===== src/rtl/neighbor_table_writer.sv =====
// Appends or updates (neighborID, clusterID) records in the shared-memory neighbor table.
// Build option: define NEIGHBOR_DEDUP_EN to scan for and update existing neighborIDs in place.
`ifndef WORD_WIDTH
`define WORD_WIDTH 16
`endif

module neighbor_table_writer (
   input  logic                    clock,
   input  logic                    reset,
   input  logic                    in_valid,
   output logic                    in_ready,
   input  logic [`WORD_WIDTH-1:0]  in_neighbor_id,
   input  logic [`WORD_WIDTH-1:0]  in_cluster_id,
   output logic [15:0]             address,
   input  logic [`WORD_WIDTH-1:0]  data_in,
   output logic [`WORD_WIDTH-1:0]  data_out,
   output logic                    write_en,
   output logic [6:0]              neighbor_count,
   output logic                    table_full,
   output logic                    done,
   output logic                    hit,
   output logic                    drop
);

   localparam int W = `WORD_WIDTH;
   localparam logic [15:0] NID_BASE = 16'h0048;
   localparam logic [15:0] CID_BASE = 16'h00C8;

   typedef enum logic [2:0] {
      IDLE, SCAN_RD, SCAN_CMP, WR_UPD, WR_NID, WR_CID, DONE
   } state_t;

   state_t         state_q, state_d;
   logic [W-1:0]   nid_q, nid_d, cid_q, cid_d;
   logic [6:0]     i_q, i_d, count_q, count_d;
   logic [15:0]    addr_q, addr_d;
   logic [W-1:0]   dout_q, dout_d;
   logic           we_q, we_d, ready_q, ready_d, full_q, full_d;
   logic           done_q, done_d, hit_q, hit_d, drop_q, drop_d;

`ifndef NEIGHBOR_DEDUP_EN
   logic unused_data_in;
   assign unused_data_in = ^data_in;
`endif

   function automatic logic [15:0] slot_addr(input logic [15:0] base, input logic [6:0] idx);
      return base + {8'd0, idx, 1'b0};
   endfunction

   always_comb begin
      state_d = state_q;
      nid_d   = nid_q;
      cid_d   = cid_q;
      i_d     = i_q;
      count_d = count_q;
      addr_d  = addr_q;
      dout_d  = dout_q;
      we_d    = 1'b0;
      done_d  = 1'b0;
      hit_d   = 1'b0;
      drop_d  = 1'b0;

      case (state_q)
         IDLE: begin
            if (in_valid) begin
               nid_d = in_neighbor_id;
               cid_d = in_cluster_id;
               i_d   = 7'd0;
`ifdef NEIGHBOR_DEDUP_EN
               if (count_q != 7'd0) state_d = SCAN_RD;
               else                 state_d = WR_NID;
`else
               if (full_q) begin
                  state_d = DONE;
                  drop_d  = 1'b1;
               end else begin
                  state_d = WR_NID;
               end
`endif
            end
         end
`ifdef NEIGHBOR_DEDUP_EN
         SCAN_RD: state_d = SCAN_CMP;
         SCAN_CMP: begin
            // data_in here is the entry addressed during the preceding SCAN_RD
            if (data_in == nid_q) begin
               state_d = WR_UPD;
            end else begin
               i_d = i_q + 7'd1;
               if (i_d == count_q) begin
                  if (full_q) begin
                     state_d = DONE;
                     drop_d  = 1'b1;
                  end else begin
                     state_d = WR_NID;
                  end
               end else begin
                  state_d = SCAN_RD;
               end
            end
         end
         WR_UPD: begin
            state_d = DONE;
            hit_d   = 1'b1;
         end
`endif
         WR_NID: state_d = WR_CID;
         WR_CID: begin
            state_d = DONE;
            count_d = count_q + 7'd1;
         end
         DONE:    state_d = IDLE;
         default: state_d = IDLE;
      endcase

      // Outputs are registered from the state being entered so they line up with it
      case (state_d)
         SCAN_RD: addr_d = slot_addr(NID_BASE, i_d);
         WR_UPD: begin
            addr_d = slot_addr(CID_BASE, i_d);
            dout_d = cid_d;
            we_d   = 1'b1;
         end
         WR_NID: begin
            addr_d = slot_addr(NID_BASE, count_d);
            dout_d = nid_d;
            we_d   = 1'b1;
         end
         WR_CID: begin
            addr_d = slot_addr(CID_BASE, count_d);
            dout_d = cid_d;
            we_d   = 1'b1;
         end
         DONE:    done_d = 1'b1;
         default: ;
      endcase

      ready_d = (state_d == IDLE);
      full_d  = (count_d == 7'd64);
   end

   always_ff @(posedge clock or negedge reset) begin
      if (!reset) begin
         state_q <= IDLE;
         i_q     <= 7'd0;
         count_q <= 7'd0;
         addr_q  <= NID_BASE;
         dout_q  <= '0;
         we_q    <= 1'b0;
         ready_q <= 1'b1;
         full_q  <= 1'b0;
         done_q  <= 1'b0;
         hit_q   <= 1'b0;
         drop_q  <= 1'b0;
      end else begin
         state_q <= state_d;
         i_q     <= i_d;
         count_q <= count_d;
         addr_q  <= addr_d;
         dout_q  <= dout_d;
         we_q    <= we_d;
         ready_q <= ready_d;
         full_q  <= full_d;
         done_q  <= done_d;
         hit_q   <= hit_d;
         drop_q  <= drop_d;
      end
   end

   always_ff @(posedge clock) begin
      nid_q <= nid_d;
      cid_q <= cid_d;
   end

   assign in_ready       = ready_q;
   assign address        = addr_q;
   assign data_out       = dout_q;
   assign write_en       = we_q;
   assign neighbor_count = count_q;
   assign table_full     = full_q;
   assign done           = done_q;
   assign hit            = hit_q;
   assign drop           = drop_q;

endmodule

===== config.mk =====
export PLATFORM = sky130hd
export DESIGN_NAME = neighbor_table_writer
export DESIGN_NICKNAME = d
export VERILOG_FILES = /design/src/rtl/neighbor_table_writer.sv
export SDC_FILE = /design/constraint.sdc
export NUM_CORES = 1
export LEC_CHECK = 0
export CAP_MARGIN = 20
export CORE_MARGIN = 2
export CORE_UTILIZATION = 47
export CTS_BUF_LIST = sky130_fd_sc_hd__clkbuf_8
export CTS_CLUSTER_DIAMETER = 150
export DETAILED_ROUTE_END_ITERATION = 8
export PLACE_DENSITY = 0.8
export SETUP_SLACK_MARGIN = 0.5
export SYNTH_ARGS = -nofsm -noshare
export SYNTH_HDL_FRONTEND = slang
export SYNTH_SLANG_ARGS = --single-unit

===== constraint.sdc =====
create_clock -name clock -period 2.4 [get_ports clock]
set_input_delay 0.48 -clock clock [delete_from_list [all_inputs] [get_ports clock]]
set_output_delay 0.48 -clock clock [all_outputs]
set_load 0.01 [all_outputs]

## Word level (Yosys, flattened, before mapping)

Cells that the tools add are included.

- $add $sub $neg: 5
- Multipliers: 0
- Divide/modulo/power cells: 0
- Order comparisons: 0
- Equal/unequal tests: 8
- Shift operators: 0
- Mux-type cells: 17
- Bitwise operators: 0
- Reduce and logical (&&, ||, !) cells: 6

Operators with widths:

| cell | number |
|---|---|
| $mux 16 | 4 |
| $pmux 16 s4 | 1 |
| $pmux 16 s2 | 1 |
| $mux 7 | 3 |
| $add 7x8->9 const A | 2 |
| $add 8x8->9 const A | 2 |
| $eq 3x3->1 const B | 5 |
| $pmux 3 s3 | 1 |
| $add 7x1->7 const B | 1 |
| $eq 7x7->1 const B | 1 |
| $logic_not 3->1 | 2 |
| $mux 1 | 5 |
| $reduce_bool 4->1 | 1 |
| $eq 3x1->1 const B | 1 |
| $eq 3x2->1 const B | 1 |
| $mux 3 | 1 |
| $reduce_or 3->1 | 1 |
| $mux 2 | 1 |
| $reduce_bool 2->1 | 1 |
| $reduce_or 2->1 | 1 |

- Flip-flop bits (word level): 86
- Latch bits: 0
- RAM bits: 0
- ROM bits: 0
- Input port bits: 51
- Logic and storage cells: 48
- Memories: 0

## Longest topological paths before layout

Gate-level depths: netlist of the first run.

- Depth in word-level cells: 6
- Gate-level depth with buffers: 10
- Gate-level depth less buffers: 9

## Worst setup path after synthesis of the first run

No wires, ideal clock.

- Path type: flip-flop to flip-flop
- From: reg count_q[0], in the netlist neighbor_count[0]
- To: reg addr_q[7], in the netlist address[7]
- Library setup time: 116 ps
- Arrival: 1,868 ps
- Required time: 2,284 ps
- Path slack: 417 ps
- Cell stages (with the launch flop): 9
- Period minus slack after synthesis: 1,983 ps
- Path through: dfrtp_1 ha_1 nand3_1 nor2_1 nand3_1 xnor2_1 ha_1 nand2_1 o311ai_0

- Word-level cells in the longest chain between the ends: 4
- Elaborated cells on any way between the ends: 5
- Those cells by class: add/sub (3); mux (2)

Ends and longest elaborated chain:

| element | line | text |
|---|---|---|
| start, declared | 35 | `logic [6:0] i_q, i_d, count_q, count_d;` |
| start signal, assigned | 158 | `count_q <= count_d;` |
| $add 7x1->7 * | 110 | `count_d = count_q + 7'd1;` |
| $mux 7 * | 63 | `case (state_q)` |
| net count_d[6] | 35 |  |
| $add 8x8->9 or $add 7x8->9 (tied branches) | 47 | `return base + {8'd0, idx, 1'b0};` |
| $pmux 16 s4 * | 117 | `case (state_d)` |
| end signal, assigned | 159 | `addr_q <= addr_d;` |
| end, declared | 36 | `logic [15:0] addr_q, addr_d;` |

Mark *: on every way through the listed nets, which the timed path passes. The rest lies on a longest branch. The select of a mux whose other input is x is not followed.
A chain may end at the register's enable or synchronous reset.

## Worst setup path after layout of the first run

- From: reg count_q[1], in the netlist neighbor_count[1]
- To: out neighbor_count[1]

RTL lines:

| element | line | text |
|---|---|---|
| end, declared | 18 | `output logic [6:0] neighbor_count,` |

No word-level cell between the ends.

==> out/metrics.csv, run 1 <==
metric;value;unit
status;complete, no violations;
clock slew at the register clock pins of the worst setup and hold paths;0.08;ns
Longest Clk Path Bufs;2;
die span in x;82.37;um
Min Hold Slack;0.1065;ns
ys flop type;dfrtp_1;
initial antenna violation count;0;
layout cells sized above 1;0.3236;
Worst Path Max Fanout;5;
Data required, critical path;1.92;ns
post-synthesis cell count;242;
Core Area;5921;um^2
fin crit share;0.7872;
cts-stage hold buffer count;0;
Placed Area;3650;um^2
post-route cell area;4249;um^2
worst r2r src;state_q[1]$_DFF_PN0_;
post-synth top area share;0.3121;
WP data arrival;1.41;ns
vias in the first global route;2099;
CTS tree;built;
crit path launch type;flip-flop;
# setup viols final;0;
dpl ws;0.06752;ns
DR iter-0 viols;79;
Static Leakage;1.867;nW
diode count;0;
die area;6784;um^2
clk sinks;71;
PortBufs;70;
final critical-path required period;1.889;ns
routability cong.;0.8718;
Worst Clk Skew;0.01349;ns
WS Path Type;reg2out;
vias per cell;5.081;
Max-Cap Viols;0;
Starting Density;0.4875;
DRT antenna net count;0;
setup ws final;0.5106;ns
Setup crit end kind;output pin;
Detailed Route WL;6626;um
Clock Latency Late Sink;0.34;ns
drt pass-1 iters;4;
slew margin rel.;0.6546;
CTS Buf Count;9;
Total GRT Usage;0.1974;
Clock Power Share;0.174;
Sequential Area;1629;um^2
VDD IR max;0.0009556;V
first-pass GRT wire length;9873;um
Sequential Power Share;0.347;
count leader, synth;dfrtp_1;
Gate power share;0.479;
Post-route DRC;0;
ys async rst share;0.5493;
sw frac;0.3402;
Die Y;82.37;um
FP Rows;28;
HPWL after DPL;4182;um
worst min path class;in2async;
unrepaired setup endpoints after global routing;yes;
PwrDens;1465;nW/um^2
worst reg2reg path depth;9;
Pwr Total;0.006226;W
post-synthesis cell area;2887;um^2
per-cell routed wire length;15.85;um
pin count of the biggest net entering global routing;25;
leading area contributor after synthesis;dfrtp_1;
Distinct cells, synth;41;
Clk Tree Root Cell;clkbuf_8;
flop-to-flop setup slack;0.54;ns
CTS H-tree depth;3;
Vias;2124;
Post-synth EDFFs;0;
area of the multi-input gates;1271;um^2
Max Clk Rate;529.3;MHz
Syn-to-layout area delta;47.20;%
Fin. Hold Viols;0;
Seq cells post-synth;71;
Post-synth top cells;dfrtp_1, dfxtp_1, mux2_2, nand2_1, buf_4;
Synth Area per Inst;11.93;um^2
Sw Pwr;0.002118;W
top cells by area, synth;dfrtp_1, dfxtp_1, mux2_2, a221o_1, nand2_1;
final net count;393;
Yosys warning count;0;
Final Slew Violations;0;
Ports;96;
Seq/Total Area, Yosys;0.5613;
internal power;0.004108;W
Worst Tran Pin Value;0.5181;ns
reg2reg end;table_full$_DFF_PN0_;
FILL cells;404;
gr ovfl total;0;
Fin Setup TNS;0;ns
## power groups by stage
stage | registers [W] | logic (W) | clock network, W
floorplan | 0.00222 | 0.00143 | 0
detailed placement | 0.00218 | 0.00248 | 0
global route | 0.00224 | 0.00325 | 0.00115
finish | 0.00216 | 0.00298 | 0.00108
CTS | 0.00214 | 0.00275 | 0.00109
global placement | 0.00215 | 0.00242 | 0
## state kept, by name, summed over array words and instances, names as in the netlist, 3 cells and up
register	cells
neighbor_count	7
nid_q	16
state_q	3
cid_q	16
data_out	16
address	8
## final cells by class
cell class / instances / share of cell area
Clock inverter: 7 / 0.02474
Tap cell: 75 / 0.02208
Clock buffer: 9 / 0.02915
Inverter: 7 / 0.007067
Multi-Input combinational cell: 151 / 0.2992
Sequential cell: 71 / 0.3834
Timing Repair Buffer: 98 / 0.2344
## through the flow
step           utilization  instances
2_1_floorplan            -        250
3_3_place_gp        0.6164        382
3_5_place_dp        0.6164        382
4_1_cts             0.6855        411
5_1_grt             0.7177        418
6_report            0.7177        418
## per-layer routing
| metal | up-vias | track usage | part of all wire |
|---|---|---|---|
| met5 | - | 0 | 0 |
| met4 | 0 | 0.07333 | 0.013 |
| met3 | 6 | 0.05435 | 0.052 |
| met2 | 63 | 0.3274 | 0.51 |
| met1 | 1036 | 0.2458 | 0.43 |
| li1 | 1019 | - | - |
## cell families after synthesis
family                     share of synthesized area
buffers and inverters                        0.05635
AOI/OAI and AO/OA                            0.08106
DFF                                           0.5613
adders and majority gates                    0.01734
and+or+nand+nor                               0.1270
xor gates and xnor gates                     0.02385
other                                       0.001299
muxes                                         0.1318
## worst max-delay path by stage
stage,slack [ns],start,depth (start not counted),end
floorplan,0.50,neighbor_count[1]$_DFF_PN0_,8,address[7]$_DFFE_PN0P_
global placement,0.1,in_valid,5,data_out[7]$_DFFE_PN0P_
detailed placement,0.07,in_valid,5,data_out[3]$_DFFE_PN0P_
CTS,0.49,state_q[1]$_DFF_PN0_,7,data_out[11]$_DFFE_PN0P_
global route,0.43,state_q[1]$_DFF_PN0_,9,table_full$_DFF_PN0_
finish,0.51,neighbor_count[1]$_DFF_PN0_,2,neighbor_count[1]
## repair_timing
action / 4_1_cts / 5_1_grt
resized for setup: 14 / 27
endpoints found under the setup margin: 16 / 31
pin swaps: 2 / 6
gates cloned: 2 / 1
setup buffers: 11 / 6
## worst max-delay path: stages (launching register included)
cell and delay, ns:
dfrtp_1 0.39, buf_4 0.15, clkdlybuf4s50_1 0.53
## placed cells by master, fill, tap and decap left out, types with 2 or more instances in the layout
cell type,netlist,layout
a21oi_1,2,2
clkbuf_8,0,9
and3_1,11,11
inv_1,6,5
bufinv_16,0,2
dfstp_2,3,3
nand2_1,29,28
o211ai_1,5,5
or2_2,2,2
a221o_1,11,11
nor2_1,9,6
buf_4,12,22
nand3_1,3,2
xnor2_2,0,2
mux2_4,0,9
ha_4,0,2
dlymetal6s2s_1,0,2
nor2_4,0,2
clkdlybuf4s50_1,0,66
clkinvlp_4,0,2
nor4b_4,1,2
mux2_2,32,23
dfrtp_2,0,7
and2_1,3,3
o21ai_0,7,6
buf_16,0,2
dfxtp_1,32,32
xor2_2,1,2
conb_1,1,9
buf_12,0,2
dfrtp_1,36,29
clkinv_4,0,2
xor2_1,3,2
Power figures use the tool's default switching activity.
==> run 2: changes to the inputs <==
==> constraint.sdc (replaced) <==
create_clock -name clock -period 1.9 [get_ports clock]
set_input_delay 0.38 -clock clock [delete_from_list [all_inputs] [get_ports clock]]
set_output_delay 0.38 -clock clock [all_outputs]
set_load 0.01 [all_outputs]
==> out/metrics.csv, run 2 (synthesized netlist as in run 1, its figures left out) <==
metric;value;unit
Core Area;5921;um^2
# setup viols final;10;
per-cell routed wire length;20.20;um
Placed Area;3879;um^2
pin count of the biggest net entering global routing;40;
die span in x;82.37;um
clock slew at the register clock pins of the worst setup and hold paths;0.08;ns
vias in the first global route;2336;
Total GRT Usage;0.2274;
FP Rows;28;
Pwr Total;0.009211;W
diode count;0;
HPWL after DPL;4609;um
Worst Clk Skew;0.01408;ns
PwrDens;1906;nW/um^2
PortBufs;70;
CTS Buf Count;9;
worst-path cell chain;nand3b_4, inv_4, nand2_4, xnor2_4, inv_2, ha_4, inv_2, or3_4, nor4b_2;
first-pass GRT wire length;11270;um
vias per cell;5.363;
Worst path slowest cell;dfrtp_2;
unrepaired setup endpoints after global routing;yes;
Worst Tran Pin Value;0.6079;ns
Crit. Startpoint;state_q[1]$_DFF_PN0_;
worst r2r src;state_q[1]$_DFF_PN0_;
FILL cells;305;
Detailed Route WL;9189;um
CP peak stage delay;0.45;ns
post-route cell area;4832;um^2
failing checks;setup timing;
Vias;2440;
fin crit share;1.046;
Die Y;82.37;um
Static Leakage;2.197;nW
setup ws final;-0.08704;ns
CTS tree;built;
status;complete, but fails checks;
routability cong.;0.7129;
layout cells sized above 1;0.4842;
worst reg2reg path depth;9;
Setup crit end kind;flip-flop;
WS Path Type;reg2reg;
slew margin rel.;0.5943;
final net count;430;
most frequent cells in the layout;mux2_4, dfxtp_1, clkdlybuf4s50_1, buf_4, buf_6;
Clock Latency Late Sink;0.35;ns
final critical-path required period;1.987;ns
drt pass-1 iters;4;
Most common cell on crit path;inv_2;
Syn-to-layout area delta;67.40;%
Clk Tree Root Cell;clkbuf_8;
Fin. Hold Viols;0;
worst min path class;in2async;
WP data arrival;2.25;ns
crit path launch type;flip-flop;
DRT antenna net count;0;
DR iter-0 viols;133;
Worst Path Max Fanout;4;
Max-Cap Viols;0;
VDD IR max;0.001087;V
dpl ws;-0.3682;ns
initial antenna violation count;0;
Ports;96;
Final Slew Violations;0;
Data required, critical path;2.16;ns
die area;6784;um^2
gr ovfl total;0;
Longest Clk Path Bufs;2;
clk sinks;71;
Starting Density;0.4875;
flop-to-flop setup slack;-0.09;ns
CTS H-tree depth;3;
Max Clk Rate;503.3;MHz
Post-route DRC;0;
reg2reg end;table_full$_DFF_PN0_;
==> run 2: layer usage <==
metal  GRT usage  up-vias  wire length (um)
met5           0        -                 0
met2      0.3887      109              4680
met1      0.2569     1210              3724
li1            -     1092                 -
met4      0.1417        0               318
met3     0.05000       29               467
==> run 2: critical path, delay by kind of cell (launching register included) <==
kind | cells | cell delay [ns]
simple gates | 4 | 0.96
fa+ha+maj | 1 | 0.12
xor+xnor | 1 | 0.16
buf+inv | 3 | 0.23
flops | 1 | 0.45
==> run 2: repair_timing <==
item	4_1_cts	5_1_grt
cloned	0	3
gates resized for setup	121	84
endpoints found under the setup margin	99	76
setup buffers	20	16
hold buffers	0	0
pin swaps	10	21
==> run 2: power breakdown <==
group	total, W	internal [W]	switching [W]	leakage (nW)
clock	0.00126	0.000676	0.000581	0.105
sequential	0.00278	0.00231	0.000470	0.738
combinational	0.00517	0.00284	0.00234	1.35
==> run 2: worst max-delay path by stage <==
stage | to | slack [ns] | depth (start not counted)
6_report | table_full$_DFF_PN0_ | -0.09 | 9
4_1_cts | data_out[4]$_DFFE_PN0P_ | 0.01 | 6
2_1_floorplan | address[7]$_DFFE_PN0P_ | 0.13 | 9
3_5_place_dp | data_out[0]$_DFFE_PN0P_ | -0.37 | 6
5_1_grt | table_full$_DFF_PN0_ | -0.14 | 9
3_3_place_gp | data_out[0]$_DFFE_PN0P_ | -0.28 | 6
==> run 2: cell type report <==
| class | instances | area (um^2) | share of cell area |
|---|---|---|---|
| tap | 75 | 93.84 | 0.01942 |
| clock buffer | 11 | 151.4 | 0.03133 |
| timing repair buffer | 135 | 1333 | 0.2758 |
| multi-input combinational | 151 | 1536 | 0.3180 |
| clock inverter | 5 | 56.30 | 0.01165 |
| inverter | 7 | 31.28 | 0.006473 |
| sequential | 71 | 1630 | 0.3374 |
==> run 2: per-stage QoR <==
step,std cells,utilization,TNS [ns],hold WS (ns)
5_1_grt,455,0.8161,-0.9617,0.1141
6_report,455,0.8161,-0.2371,0.06970
3_5_place_dp,400,0.6551,-7.725,0.4566
4_1_cts,436,0.7344,0,0.09060
2_1_floorplan,250,-,0,0.08441
3_3_place_gp,400,0.6551,-5.400,0.4545
==> run 3: changes to the inputs <==
--- a/config.mk
+++ b/config.mk
@@ -10,6 +10,7 @@
 export CORE_UTILIZATION = 47
 export CTS_BUF_LIST = sky130_fd_sc_hd__clkbuf_8
 export CTS_CLUSTER_DIAMETER = 150
+export CTS_CLUSTER_SIZE = 10
 export DETAILED_ROUTE_END_ITERATION = 8
 export PLACE_DENSITY = 0.8
 export SETUP_SLACK_MARGIN = 0.5
==> results of run 3 <==
No change in the layout: final DEF, timing and power equal those of run 2.
